==> src/rtl/audio_controller_n.sv <==
// audio_controller_n: N-channel audio controller core.
// CPU register file, round-robin DMA arbiter, per-channel volume, saturating
// stereo mixer and masked busy-falling-edge interrupt.
module audio_controller_n #(
  parameter int          CHANNELS     = 8,
  parameter int          SAMPLE_W     = 16,
  parameter int          VOL_W        = 8,
  parameter logic [31:0] DEFAULT_RATE = 32'd17
) (
  input  logic                                i_clock,
  input  logic                                i_reset_n,
  input  logic                                i_request,
  input  logic                                i_rw,
  input  logic [7:0]                          i_address,
  input  logic [31:0]                         i_wdata,
  output logic [31:0]                         o_rdata,
  output logic                                o_ready,
  output logic                                o_dma_request,
  output logic [31:0]                         o_dma_address,
  input  logic                                i_dma_ready,
  output logic [CHANNELS-1:0]                 o_setup_request,
  output logic [CHANNELS*32-1:0]              o_setup_address,
  output logic [CHANNELS*24-1:0]              o_setup_count,
  output logic [CHANNELS-1:0]                 o_setup_append,
  output logic [CHANNELS-1:0]                 o_setup_stereo,
  input  logic [CHANNELS-1:0]                 i_ch_busy,
  input  logic [CHANNELS-1:0]                 i_ch_dma_request,
  input  logic [CHANNELS*32-1:0]              i_ch_dma_address,
  output logic [CHANNELS-1:0]                 o_ch_dma_ready,
  input  logic [CHANNELS*SAMPLE_W-1:0]        i_ch_sample_left,
  input  logic [CHANNELS*SAMPLE_W-1:0]        i_ch_sample_right,
  input  logic                                i_sample_strobe,
  output logic [31:0]                         o_output_sample_rate,
  output logic signed [SAMPLE_W-1:0]          o_output_sample_left,
  output logic signed [SAMPLE_W-1:0]          o_output_sample_right,
  output logic                                o_interrupt
);

  localparam int IW     = (CHANNELS > 1) ? $clog2(CHANNELS) : 1;
  localparam int PROD_W = SAMPLE_W + VOL_W + 1;
  localparam int ACC_W  = SAMPLE_W + VOL_W + $clog2(CHANNELS) + 1;

  localparam logic [VOL_W-1:0] VOL_UNITY = {1'b1, {(VOL_W-1){1'b0}}};
  localparam logic signed [ACC_W-1:0] SAT_MAX = ACC_W'((1 << (SAMPLE_W-1)) - 1);
  localparam logic signed [ACC_W-1:0] SAT_MIN = ACC_W'(-(1 << (SAMPLE_W-1)));

  typedef enum logic { ARB_IDLE, ARB_GRANT } arb_state_t;
  typedef enum logic [1:0] { MIX_IDLE, MIX_ACC, MIX_OUT } mix_state_t;

  // Scale one sample by an unsigned volume; unity volume is a pass-through.
  function automatic logic signed [ACC_W-1:0] scale_sample(
    input logic signed [SAMPLE_W-1:0] s,
    input logic        [VOL_W-1:0]    v
  );
    logic signed [PROD_W-1:0] p;
    p = PROD_W'(s) * PROD_W'($signed({1'b0, v}));
    return ACC_W'(p >>> (VOL_W-1));
  endfunction

  // Clip the wide accumulator into the signed output sample range.
  function automatic logic signed [SAMPLE_W-1:0] saturate(
    input logic signed [ACC_W-1:0] a
  );
    if (a > SAT_MAX)      return SAT_MAX[SAMPLE_W-1:0];
    else if (a < SAT_MIN) return SAT_MIN[SAMPLE_W-1:0];
    else                  return a[SAMPLE_W-1:0];
  endfunction

  logic [CHANNELS*VOL_W-1:0] vol;
  logic [CHANNELS-1:0]       irq_mask;
  logic [CHANNELS-1:0]       pending;
  logic [CHANNELS-1:0]       busy_r;

  logic                      access;
  logic                      in_ch;
  logic [IW-1:0]             ch;
  logic [1:0]                reg_sel;
  logic [31:0]               rd_val;
  logic [CHANNELS-1:0]       clr;

  arb_state_t                arb_state;
  logic [IW-1:0]             ptr;
  logic [IW-1:0]             grant;
  logic [IW-1:0]             pick;
  logic                      pick_valid;

  mix_state_t                mix_state;
  logic [IW-1:0]             mix_idx;
  logic signed [ACC_W-1:0]   acc_l;
  logic signed [ACC_W-1:0]   acc_r;

  // Bits 31:30 and 27:24 of a ctrl write carry no meaning.
  logic unused_wdata;
  assign unused_wdata = ^i_wdata;

  // CPU address decode and read-data mux.
  always_comb begin
    access  = i_request && !o_ready;
    in_ch   = int'(i_address) < 4 * CHANNELS;
    ch      = IW'(i_address[7:2]);
    reg_sel = i_address[1:0];
    rd_val  = '0;
    clr     = '0;
    if (in_ch) begin
      case (reg_sel)
        2'd0:    rd_val = o_setup_address[ch*32 +: 32];
        2'd1:    rd_val = {2'b00, o_setup_stereo[ch], o_setup_append[ch], 4'b0000,
                           o_setup_count[ch*24 +: 24]};
        2'd2:    rd_val = 32'(vol[ch*VOL_W +: VOL_W]);
        default: rd_val = '0;
      endcase
    end else begin
      case (i_address)
        8'hF0:   rd_val = o_output_sample_rate;
        8'hF1:   rd_val = 32'(i_ch_busy);
        8'hF2:   rd_val = 32'(pending);
        8'hF3:   rd_val = 32'(irq_mask);
        default: rd_val = '0;
      endcase
    end
    if (access && i_rw && i_address == 8'hF2) clr = i_wdata[CHANNELS-1:0];
  end

  // CPU register file: single-cycle handshake, writes, read capture, setup pulses.
  always_ff @(posedge i_clock) begin
    if (!i_reset_n) begin
      o_ready              <= 1'b0;
      o_rdata              <= '0;
      o_setup_request      <= '0;
      o_setup_address      <= '0;
      o_setup_count        <= '0;
      o_setup_append       <= '0;
      o_setup_stereo       <= '0;
      vol                  <= {CHANNELS{VOL_UNITY}};
      o_output_sample_rate <= DEFAULT_RATE;
      irq_mask             <= '1;
    end else begin
      o_setup_request <= '0;
      if (access) begin
        o_ready <= 1'b1;
        if (i_rw) begin
          if (in_ch) begin
            case (reg_sel)
              2'd0: o_setup_address[ch*32 +: 32] <= i_wdata;
              2'd1: begin
                o_setup_count[ch*24 +: 24] <= i_wdata[23:0];
                o_setup_append[ch]         <= i_wdata[28];
                o_setup_stereo[ch]         <= i_wdata[29];
                o_setup_request[ch]        <= 1'b1;
              end
              2'd2:    vol[ch*VOL_W +: VOL_W] <= i_wdata[VOL_W-1:0];
              default: ;
            endcase
          end else begin
            case (i_address)
              8'hF0:   o_output_sample_rate <= i_wdata;
              8'hF3:   irq_mask             <= i_wdata[CHANNELS-1:0];
              default: ;
            endcase
          end
        end else begin
          o_rdata <= rd_val;
        end
      end else if (!i_request) begin
        o_ready <= 1'b0;
      end
    end
  end

  // Busy falling-edge detection, sticky pending bits (set beats clear), masked irq.
  always_ff @(posedge i_clock) begin
    if (!i_reset_n) begin
      busy_r      <= '0;
      pending     <= '0;
      o_interrupt <= 1'b0;
    end else begin
      busy_r      <= i_ch_busy;
      pending     <= (pending & ~clr) | (busy_r & ~i_ch_busy);
      o_interrupt <= |(pending & irq_mask);
    end
  end

  // Round-robin search: first requester at or after the pointer, with wrap.
  always_comb begin
    pick_valid = 1'b0;
    pick       = '0;
    for (int k = CHANNELS - 1; k >= 0; k--) begin
      int j;
      j = int'(ptr) + k;
      if (j >= CHANNELS) j = j - CHANNELS;
      if (i_ch_dma_request[j]) begin
        pick_valid = 1'b1;
        pick       = IW'(j);
      end
    end
  end

  // Route the DMA completion only to the granted channel.
  always_comb begin
    o_ch_dma_ready = '0;
    if (arb_state == ARB_GRANT) o_ch_dma_ready[grant] = i_dma_ready;
  end

  // DMA arbiter FSM: a grant runs until acknowledged, then the pointer moves past it.
  always_ff @(posedge i_clock) begin
    if (!i_reset_n) begin
      arb_state     <= ARB_IDLE;
      ptr           <= '0;
      grant         <= '0;
      o_dma_request <= 1'b0;
      o_dma_address <= '0;
    end else begin
      case (arb_state)
        ARB_IDLE: begin
          if (pick_valid) begin
            grant         <= pick;
            o_dma_request <= 1'b1;
            o_dma_address <= i_ch_dma_address[pick*32 +: 32];
            arb_state     <= ARB_GRANT;
          end
        end
        ARB_GRANT: begin
          if (i_dma_ready) begin
            o_dma_request <= 1'b0;
            ptr           <= (grant == IW'(CHANNELS-1)) ? '0 : grant + 1'b1;
            arb_state     <= ARB_IDLE;
          end
        end
        default: arb_state <= ARB_IDLE;
      endcase
    end
  end

  // Mixer FSM: accumulate one channel per cycle at full width, clip once at the end.
  always_ff @(posedge i_clock) begin
    if (!i_reset_n) begin
      mix_state             <= MIX_IDLE;
      mix_idx               <= '0;
      o_output_sample_left  <= '0;
      o_output_sample_right <= '0;
    end else begin
      case (mix_state)
        MIX_IDLE: begin
          if (i_sample_strobe) begin
            mix_idx   <= '0;
            acc_l     <= '0;
            acc_r     <= '0;
            mix_state <= MIX_ACC;
          end
        end
        MIX_ACC: begin
          acc_l <= acc_l + scale_sample(i_ch_sample_left[mix_idx*SAMPLE_W +: SAMPLE_W],
                                        vol[mix_idx*VOL_W +: VOL_W]);
          acc_r <= acc_r + scale_sample(i_ch_sample_right[mix_idx*SAMPLE_W +: SAMPLE_W],
                                        vol[mix_idx*VOL_W +: VOL_W]);
          if (mix_idx == IW'(CHANNELS-1)) mix_state <= MIX_OUT;
          else                            mix_idx   <= mix_idx + 1'b1;
        end
        MIX_OUT: begin
          o_output_sample_left  <= saturate(acc_l);
          o_output_sample_right <= saturate(acc_r);
          mix_state             <= MIX_IDLE;
        end
        default: mix_state <= MIX_IDLE;
      endcase
    end
  end

endmodule

==> config.mk <==
export PLATFORM = sky130hd
export DESIGN_NAME = audio_controller_n
export DESIGN_NICKNAME = d
export VERILOG_FILES = /design/src/rtl/audio_controller_n.sv
export SDC_FILE = /design/constraint.sdc
export NUM_CORES = 2
export LEC_CHECK = 0
export ABC_CLOCK_PERIOD_IN_PS = 8400
export BUFFER_PORTS_ARGS = -buffer_cell sky130_fd_sc_hd__clkbuf_2
export CORE_AREA = 3 3 458 460
export DETAILED_ROUTE_END_ITERATION = 12
export DIE_AREA = 0 0 461 463
export GPL_ROUTABILITY_DRIVEN = 0
export SLEW_MARGIN = 20
export SYNTH_ARGS = -nofsm -noshare
export SYNTH_HDL_FRONTEND = slang
export SYNTH_SLANG_ARGS = --single-unit
export TNS_END_PERCENT = 10
==> constraint.sdc <==
create_clock -name i_clock -period 8.4 [get_ports i_clock]
set_input_delay 0.84 -clock i_clock [delete_from_list [all_inputs] [get_ports i_clock]]
set_output_delay 0.84 -clock i_clock [all_outputs]
set_load 0.01 [all_outputs]
==> summary.txt <==
Status -> completed
Min Hold Slack -> 327 ps
Syn_area_per_cell -> 8.72 µm²
Fin crit share -> 97.1%
RR Startpoint -> mix_idx[0]
Post-Synthesis Cells -> 5683
Placed cell count -> 9409
Starting DRT DRC Count -> 5107
Required time of the worst setup path -> 8830 ps
Cell Count, Final, Fillers Out -> 9658
Synth cell count leaders -> nor2_1, dfxtp_1, nand2_1, a21oi_1, inv_1
Pwr per Cell Area -> 161 mW/mm²
CP arrival -> 8580 ps
Delay of the slowest critical-path stage -> 560 ps
Pin count of the biggest net entering global routing -> 227
Crit-path slowest cell -> fa_1
Synth area leader -> dfxtp_1
Placed cell area -> 0.0594 mm²
Clock latency on the worst-skew pair -> 770 ps
Worst IR Drop VDD -> 0.178 mV
Fmax -> 123 MHz
Clk slew on worst S/H paths -> 70 ps
Post-DP HPWL -> 202000 µm
Die Wd -> 461 µm
Vias -> 50400
Fin nets -> 7799
Die Ht -> 463 µm
Share of cells above drive strength 1 -> 30.2%
Hold Path End -> o_setup_address[26]
Clock Tree Root -> clkbuf_16
Synth warn -> 0
DR WL/cell -> 26.8 µm
Power Total -> 10.3 mW
Tmin final -> 8150 ps
Cts hold-fix bufs -> 0
Die ar. -> 0.213 mm²
Top FF cell, synth -> dfxtp_1
Drt drc -> 0
CP Max Fanout -> 10
Part of the Yosys area used for sequential elements -> 31.8%
Kind of critical path -> reg -> reg
Ys async rst share -> 0%
Synth top area share -> 28.4%
WL final -> 259000 µm
Max-cap violation count -> 0
Initial core utilization -> 24.0%
Num CTS Buffers -> 91
Final instance area -> 0.0640 mm²
Hold Fails Final Rpt -> 0
Mapped Area -> 0.0495 mm²
DRT Pass-1 Iters -> 9
Slew HR -> 18.7%
CP endpoint kind -> flop
Initial antenna violation count -> 37
Seq cells post-synth -> 759
Lkg Pwr -> 26.9 nW
Cell with the most instances after synthesis -> nor2_1
Max Root-Sink Buffers -> 3
Post-synth EDFFs -> 56
Critical Path Start Type -> flop
Io pins -> 1185
Most frequent cell on the critical path -> fa_1
H-tree level count -> 3
FF-to-FF End -> acc_r[27]
Clock sinks -> 759
Hold Path Stages -> 3
GRT Residual Overflow -> 0
Area grow syn2layout -> 29.1%
Worst-Margin Slew -> 1220 ps
# port buffers -> 1184
Final core utilization -> 31.0%
Drt via density -> 5.22
Vias in the first global route -> 48500
Setup Skew -> 114 ps
Slew Viols, Final -> 0
Cell Rows -> 167
Worst hold start -> i_wdata[26]
Cell count of the worst reg-to-reg path -> 33
Worst Hold Class -> in -> reg
ANT nets after route -> 0
Global Route Usage Sum -> 23.0%
Synth top area cells -> dfxtp_1, mux4_2, fa_1
Core ar. -> 0.206 mm²
Worst Setup SP -> mix_idx[0]
Final setup vio count -> 0
First-pass GRT wire length -> 355000 µm
Unique masters post-synth -> 68
R2R Setup Slk -> 250 ps
CTS tree -> built
Synth Net Count -> 6631
## per-stage QoR
| stage | setup TNS (ps) | setup slack [ps] |
|---|---|---|
| after floorplan | 0 | 1.74 |
| after global placement | -392 | -195 |
| after detailed placement | -635 | -192 |
| after CTS | 0 | 7.19 |
| after global routing | -303 | -114 |
| final | 0 | 247 |
## state kept, by name, summed over array words and instances, names as in the netlist, 28 cells and up
name and count:
o_output_sample_rate 32, acc_l 28, o_setup_address 256, o_rdata 32, vol 64, o_setup_count 192
acc_r 28, o_dma_address 32
## worst max path at each step
stage | endpoint | slack (ps) | cells past startpoint
after detailed placement | acc_l[27] | -190 | 34
after global routing | acc_r[27] | -110 | 37
after CTS | acc_l[27] | 7 | 35
after global placement | acc_r[27] | -200 | 34
final | acc_r[27] | 250 | 33
after floorplan | acc_l[27] | 2 | 35
## layout by cell type, fill, tap and decap left out, types with 22 or more instances in the layout
cell	synthesis	final
o22ai_1	31	29
nand3_1	105	103
dfxtp_1	703	701
nor2_1	861	850
ha_1	169	154
a21o_1	28	28
a21oi_1	582	567
and2_1	34	32
diode_2	0	26
nand2_1	591	575
nand4_1	24	24
clkbuf_16	0	96
mux4_2	236	236
clkbuf_2	0	1181
mux2_2	48	48
nor3_1	212	202
o21ai_0	124	116
inv_1	339	327
a211o_1	37	37
xor2_1	33	33
a211oi_1	112	110
a31oi_1	53	47
nand2b_1	60	57
xnor2_1	46	42
o211ai_1	43	43
clkbuf_8	0	22
mux2i_1	231	224
fa_1	205	201
buf_4	9	272
edfxtp_1	56	56
a22oi_1	58	58
nor2b_1	73	72
## what timing repair did
| item | 4_1_cts | 5_1_grt |
|---|---|---|
| buffers inserted | 8 | 38 |
| pin swaps | 1 | 90 |
| resized for setup | 15 | 134 |
| setup endpoints to repair | 8 | 24 |
| cloned | 0 | 7 |
## power by group
group / switching [mW] / leakage [nW] / internal (mW)
sequential: 0.0599 / 6.23 / 3.73
combinational: 1.36 / 19.1 / 0.847
clock: 1.83 / 1.57 / 2.45
total: 3.25 / 26.9 / 7.02
## critical path: cells and delay by family, from the launching register on
kind                     cells  cell delay, ps
AO/OA/AOI/OAI               12            2470
AND/OR/NAND/NOR              2             110
buffers and inverters        8             930
adder cells (fa/ha/maj)      6            2630
XOR/XNOR                     3             440
multiplexers                 2             840
flip-flops                   1             440
## area by class of cell
cell class / count / area (µm²)
multi-input combinational: 4165 / 31600
fill: 21700 / 142000
inverter: 341 / 1290
antenna: 26 / 65.1
sequential: 759 / 15800
timing repair buffer: 1493 / 8680
clock inverter: 36 / 563
clock buffer: 134 / 2660
tap: 2704 / 3380
## kinds of logic (layout without fill, tap and decap cells)
family,after synthesis,in the layout,synth area share (%)
AO/OA/AOI/OAI,1154,1154,14.0
multiplexers,515,515,16.5
XOR/XNOR,79,79,1.40
flip-flops,759,759,31.8
AND/OR/NAND/NOR,2043,2043,17.7
buffers and inverters,759,2004,6.03
adder cells (fa/ha/maj),374,374,12.6
other,0,26,0
## routing by layer
| layer | track usage [%] | wire (µm) | vias up |
|---|---|---|---|
| li1 | - | - | 22200 |
| met2 | 40.5 | 128000 | 2919 |
| met1 | 23.3 | 82500 | 24500 |
| met4 | 18.8 | 26100 | 6 |
| met5 | 0 | 34 | - |
| met3 | 5.13 | 21700 | 801 |
No activity file was read; power rests on OpenSTA's default activity.
